$ cat src/rtl/conv3x3_slow_ctrl_pkg.sv
// Shared types and constants for the slow 3x3 convolution path.
// State encoding, tap count and default datapath widths.
package conv_slow_pkg;

  typedef enum logic [1:0] {
    IDLE = 2'd0,
    RUN  = 2'd1,
    DONE = 2'd2
  } state_e;

  localparam int         TAPS     = 9;
  localparam logic [3:0] CNT_LAST = 4'(TAPS - 1);

  localparam int DEF_DW   = 8;
  localparam int DEF_WW   = 8;
  localparam int DEF_ACCW = 20;
  localparam int OUT_W    = 8;

endpackage

$ cat src/rtl/conv3x3_slow_ctrl_postproc.sv
// conv_postproc: arithmetic shift, optional ReLU and saturation to 8 bits.
// Ports: acc_i (signed accumulator) -> data_o (8-bit result).
module conv_postproc
  import conv_slow_pkg::*;
#(
  parameter int ACCW  = DEF_ACCW,
  parameter int SHIFT = 0,
  parameter int RELU  = 1
) (
  input  logic signed [ACCW-1:0]  acc_i,
  output logic        [OUT_W-1:0] data_o
);

  localparam logic signed [ACCW-1:0] U_MAX = ACCW'(255);
  localparam logic signed [ACCW-1:0] S_MAX = ACCW'(127);
  localparam logic signed [ACCW-1:0] S_MIN = ACCW'(-128);

  logic signed [ACCW-1:0] s;

  always_comb begin
    s      = acc_i >>> SHIFT;
    data_o = s[OUT_W-1:0];
    if (RELU != 0) begin
      if (s < 0) begin
        data_o = '0;
      end else if (s > U_MAX) begin
        data_o = 8'hFF;
      end
    end else begin
      if (s < S_MIN) begin
        data_o = 8'h80;
      end else if (s > S_MAX) begin
        data_o = 8'h7F;
      end
    end
  end

endmodule

$ cat src/rtl/conv3x3_slow_ctrl.sv
// conv3x3_slow_ctrl: sequencer + serial MAC for the slow 3x3 conv path.
// Ports: in_valid/in_ready accept, cnt drives external 9:1 muxes
// (data, weight), out_valid/out_ready result with out_data/out_acc.
module conv3x3_slow_ctrl
  import conv_slow_pkg::*;
#(
  parameter int DW    = DEF_DW,
  parameter int WW    = DEF_WW,
  parameter int ACCW  = DEF_ACCW,
  parameter int SHIFT = 0,
  parameter int RELU  = 1
) (
  input  logic                   clk,
  input  logic                   rst,
  input  logic                   in_valid,
  output logic                   in_ready,
  output logic [3:0]             cnt,
  input  logic [DW-1:0]          data,
  input  logic signed [WW-1:0]   weight,
  output logic                   busy,
  output logic                   out_valid,
  input  logic                   out_ready,
  output logic [OUT_W-1:0]       out_data,
  output logic signed [ACCW-1:0] out_acc
);

  state_e                 state_q, state_d;
  logic [3:0]             cnt_q, cnt_d;
  logic signed [ACCW-1:0] acc_q, acc_d;
  logic [OUT_W-1:0]       odata_q, odata_d;

  logic signed [DW:0]     data_x;
  logic signed [DW+WW:0]  prod;
  logic signed [ACCW-1:0] prod_ext;
  logic signed [ACCW-1:0] acc_sum;
  logic [OUT_W-1:0]       pp_data;

  // data is unsigned: add a zero MSB so the signed multiply is exact
  assign data_x   = {1'b0, data};
  assign prod     = data_x * weight;
  assign prod_ext = ACCW'(prod);
  assign acc_sum  = acc_q + prod_ext;

  // post-process the final sum so the result lands with DONE
  conv_postproc #(
    .ACCW  (ACCW),
    .SHIFT (SHIFT),
    .RELU  (RELU)
  ) u_pp (
    .acc_i  (acc_sum),
    .data_o (pp_data)
  );

  always_ff @(posedge clk or posedge rst) begin
    if (rst) begin
      state_q <= IDLE;
      cnt_q   <= '0;
      acc_q   <= '0;
      odata_q <= '0;
    end else begin
      state_q <= state_d;
      cnt_q   <= cnt_d;
      acc_q   <= acc_d;
      odata_q <= odata_d;
    end
  end

  always_comb begin
    state_d = state_q;
    cnt_d   = cnt_q;
    acc_d   = acc_q;
    odata_d = odata_q;
    unique case (state_q)
      IDLE: begin
        cnt_d = '0;
        if (in_valid) begin
          acc_d   = '0;
          state_d = RUN;
        end
      end
      RUN: begin
        acc_d = acc_sum;
        if (cnt_q == CNT_LAST) begin
          cnt_d   = '0;
          odata_d = pp_data;
          state_d = DONE;
        end else begin
          cnt_d = cnt_q + 4'd1;
        end
      end
      DONE: begin
        if (out_ready) begin
          state_d = IDLE;
        end
      end
      default: begin
        state_d = IDLE;
        cnt_d   = '0;
      end
    endcase
  end

  // in_ready gated by rst so nothing is taken while reset is held
  assign in_ready  = (state_q == IDLE) && !rst;
  assign busy      = (state_q != IDLE);
  assign out_valid = (state_q == DONE);
  assign cnt       = cnt_q;
  assign out_data  = odata_q;
  assign out_acc   = acc_q;

endmodule

$ cat config.mk
export PLATFORM = sky130hd
export DESIGN_NAME = conv3x3_slow_ctrl
export DESIGN_NICKNAME = d
export VERILOG_FILES = /design/src/rtl/conv3x3_slow_ctrl_pkg.sv /design/src/rtl/conv3x3_slow_ctrl_postproc.sv /design/src/rtl/conv3x3_slow_ctrl.sv
export SDC_FILE = /design/constraint.sdc
export NUM_CORES = 1
export LEC_CHECK = 0
export BUFFER_PORTS_ARGS = -buffer_cell sky130_fd_sc_hd__clkbuf_2
export CORE_AREA = 2 2 72 125
export DETAILED_ROUTE_END_ITERATION = 8
export DIE_AREA = 0 0 74 127
export GPL_ROUTABILITY_DRIVEN = 1
export PLACE_DENSITY = 0.85
export SLEW_MARGIN = 10
export SYNTH_ARGS = -nofsm -noshare
export SYNTH_HDL_FRONTEND = slang
export SYNTH_SLANG_ARGS = --single-unit
$ cat constraint.sdc
create_clock -name clk -period 10.4 [get_ports clk]
set_input_delay 0.52 -clock clk [delete_from_list [all_inputs] [get_ports clk]]
set_output_delay 0.52 -clock clk [all_outputs]
set_load 0.02 [all_outputs]
### After elaboration in Yosys (flattened, before gate mapping)

Index checks and enable logic that the tools add are counted.

* $add $sub $neg: 2
* multiplexer cells: 10
* magnitude comparators: 2
* multipliers: 1
* reductions and logical operators: 8
* eq/ne operators: 6

Operator list (number)
* $pmux W20 S2: 1
* $add A20 B17 Y20: 1
* $gt A20 B9 Y1 const B: 1
* $lt A20 B1 Y1 const B: 1
* $mux W20: 1
* $mul A9 B8 Y17: 1
* $mux W8: 2
* $pmux W4 S2: 1
* $mux W2: 3
* $pmux W2 S3: 1
* $add A4 B1 Y4 const B: 1
* $eq A4 B4 Y1 const B: 1
* $mux W4: 1
* $ne A2 B2 Y1 const B: 2
* $reduce_and A2 Y1: 2
* $reduce_bool A2 Y1: 2
* $reduce_and A3 Y1: 1
* $eq A2 B1 Y1 const B: 1
* $eq A2 B2 Y1 const B: 1
* $logic_not A2 Y1: 1
* $ne A2 B1 Y1 const B: 1
* $logic_and A1 B1 Y1: 1
* $logic_not A1 Y1: 1

* register bits: 34
* bits of input ports: 20
* output and inout port bits: 35
* logic and storage cells: 33

### Longest topological paths before layout

* depth in word-level cells: 5
* mapped depth: 20
* depth with buffers taken out: 18

### Hierarchy

A second synthesis with hierarchy kept.

* cells, all modules: 470
* area total of the unflattened synthesis: 4525.6 um^2

By module, submodules not included
* conv3x3_slow_ctrl: sequential area each 850.8 um^2, area an instance 4383.0 um^2, instances 1, cells each 450
* conv_postproc: sequential area each 0.0 um^2, area an instance 142.6 um^2, instances 1, cells each 20

### Worst setup path before layout

No wires, ideal clock.

* kind: input to register
* start point: in weight[1]
* end point: reg odata_q[6] (netlist: out_data[6])
* arrival time: 5460 ps
* setup time: 125 ps
* cell stages on the path: 20
* slack: 4815 ps
* required time: 10275 ps
* buffers on the path: 2
* cells stage by stage: clkbuf_1 nand2_1 fa_1 inv_1 fa_1 ha_1 inv_1 fa_1 inv_1 ha_1 ha_1 fa_1 a211o_1 a2111o_1 and3_4 or4_4 a21oi_1 and4b_1 buf_6 a2bb2oi_1

* cells in the longest elaborated chain, start to end: 5
* elaborated cells on any way between the ends: 6
* those cells by class: add/sub: 1; mul: 1; order compare: 2; mux: 2

RTL lines
* start, declared: line conv3x3_slow_ctrl.sv:19 `input logic signed [WW-1:0] weight,`
* $mul A9 B8 Y17 (*): line conv3x3_slow_ctrl.sv:40 `assign prod = data_x * weight;`
* $add A20 B17 Y20 (*): line conv3x3_slow_ctrl.sv:42 `assign acc_sum = acc_q + prod_ext;`
* $gt A20 B9 Y1: line conv3x3_slow_ctrl_postproc.sv:26 `end else if (s > U_MAX) begin`
* $mux W8: line conv3x3_slow_ctrl_postproc.sv:26
* $mux W8 (*): line conv3x3_slow_ctrl_postproc.sv:24 `if (s < 0) begin`
* end signal, assigned: line conv3x3_slow_ctrl.sv:64 `odata_q <= odata_d;`
* end, declared: line conv3x3_slow_ctrl.sv:30 `logic [OUT_W-1:0] odata_q, odata_d;`

Mark *: on every way between the ends. The rest lies on a longest branch, timed or not.
A chain may end at the register's enable or synchronous reset.

### Worst setup path after layout

* start point: in weight[7]
* end point: reg odata_q[0] (netlist: out_data[0])

Same word-level chain as after synthesis.

==> results.txt <==
status = finished, final reports clean
CTS buffer count = 5
Final nets = 667
post-synthesis sequential element count = 34
CTS Buffer Depth = 2
share of the synthesized area in the top cell type = 0.228
number of port buffers = 54
Worst Skew = 5.93 ps
post-CTS sizing = 0
Setup Buffers After CTS = 0
Post-Synthesis Cells = 482
die outline area = 9400 sq um
ranking of synthesized cells by area = fa_1 (23%), dfrtp_1 (19%), ha_1 (17%), inv_1 (6.8%), nand2_1 (4.7%)
initial antenna violation count = 0
crit start category = input port
H-tree depth = 2
Final Hold Viols = 0
Tcrit/Tclk final = 0.577
DRC violations left = 0
max-cap viol count = 0
clock sinks = 34
Seq/Total Area, Yosys = 0.190
Worst setup EP type = flip-flop
Synth area leader = fa_1
Initial Util = 0.538
fin crit period = 6000 ps
total wire length = 11.5 mm
Peak Freq = 167 MHz
RSZ-0062 raised after global routing = no
highest metal used = met4
EDFF count, synth = 0
most frequent cells in the layout = inv_1 (81), ha_1 (62), nand2_1 (56)
Tot GR Track Use = 0.266
worst-margin pin slew = 607 ps
average wire per cell in the routed design = 17.7 um
core area = 8310 sq um
gp weighted congestion = 0.942
Final Setup Violations = 0
first-pass iteration count of the detailed router = 5
fillers = 691
DR vias = 3787
async set or reset register ratio after synthesis = 1.00
Mapped Area = 4470 sq um
Worst-Skew Late Latency = 290 ps
I/O pins = 55
met1 WL = 3.95 mm
Rel. slew slack = 0.589
Final Max Slew Viols = 0
WP data required = 10560 ps
CTS tree = yes
Setup TNS Final = 0 ps
largest net degree at the start of global routing = 35
hold_buf cts = 0
first-pass GRT wire length = 19.1 mm
worst hold path class = in -> async
Die W = 74 um
GRT overflow = 0
vias in the first global route = 4111
Avg Vias per Cell = 5.83
CTS root buffer = clkbuf_16
critical path type = in -> reg
Yosys warning count = 0
metal2 WL = 6.43 mm
Arrival @ worst endpoint = 6160 ps
layout cell share with drive strength beyond 1 = 0.136
most common cell after layout, fill and taps aside = inv_1
synth unique cells = 57
Die Height = 127 um
WL met3 = 409 um
Routed Antenna Nets = 0
Crit Path Max Fanout = 9
num rows = 44
DP HPWL = 9.41 mm
syn_nets = 615
first-iteration detailed-routing DRC count = 117
n_diodes = 0
ys flop type = dfrtp_1
CTS clk-pin slew, worst paths = 60 ps
syn_area_per_cell = 9.27 sq um
P&R area growth vs syn = 12.9%
==> area by class of cell <==
type / instances / area [sq um] / area share
clock buffer: 5 / 125 / 0.0248
inverter: 81 / 304 / 0.0603
clock inverter: 3 / 68.8 / 0.0136
multi-input combinational: 355 / 3260 / 0.646
sequential: 34 / 851 / 0.169
tap: 115 / 144 / 0.0285
timing repair buffer: 57 / 293 / 0.0581
==> flip-flops by register name, indices dropped and copies added (netlist names) <==
signal,cells
cnt,4
out_data,8
state_q,2
out_acc,20
==> Yosys cell counts, types with 5 or more instances <==
cell type,number
nand3_1,10
and2_1,29
fa_1,51
a31oi_1,5
xnor2_1,8
a22o_1,7
nor2b_1,5
nand2_1,56
ha_1,62
and3_1,5
nor3_1,6
a2bb2oi_1,8
inv_1,81
a21oi_1,5
clkbuf_1,9
dfrtp_1,34
nor2_1,16
o21ai_0,21
==> critical path, cell delays in order <==
cell and delay, ps:
clkbuf_2 240, nand2b_1 130, fa_1 530, fa_1 540, inv_1 50, fa_1 510
fa_1 600, fa_1 430, ha_1 390, o21a_1 220, a2111o_1 470, and2_2 220
xor2_1 160, a2111oi_0 480, and4b_1 500, a2bb2oi_1 140
==> worst paths after layout <==
kind,depth (start not counted),to,slack (ps),startpoint
worst min register to register,2,out_acc[1],530,out_acc[1]
min in group clk,2,state_q[1],430,out_ready
worst min-delay path,3,cnt[1],320,rst
worst max register to register,18,out_data[0],4560,out_acc[4]
max in group asynchronous,3,out_acc[11],9740,rst
worst max-delay path,16,out_data[0],4400,weight[7]
==> kinds of logic after synthesis <==
| group | synth area share |
|---|---|
| adders and majority gates | 0.402 |
| AOI/OAI and AO/OA | 0.144 |
| and+or+nand+nor | 0.160 |
| buffers and inverters | 0.0806 |
| xor gates and xnor gates | 0.0235 |
| DFF | 0.190 |
==> metal layers <==
metal  vias to the layer above  GRT usage
met3                        64     0.0339
met2                       140      0.485
li1                       1721          -
met5                         -          0
met4                         0      0.164
met1                      1862      0.275
==> stage by stage <==
step                cell area [sq um]  worst slack (ps)   util  cells  hold slack [ps]
detailed placement               4850              4220  0.583    642              511
global route                     5040              3990  0.607    650              401
CTS                              5040              4470  0.607    650              340
global placement                 4850              4420  0.583    642              496
finish                           5040              4400  0.607    650              318
floorplan                        4470              4820      -    482              495
Power is not shown: default switching activity piles up to over one toggle a cycle in this logic, so the estimate is an artifact.
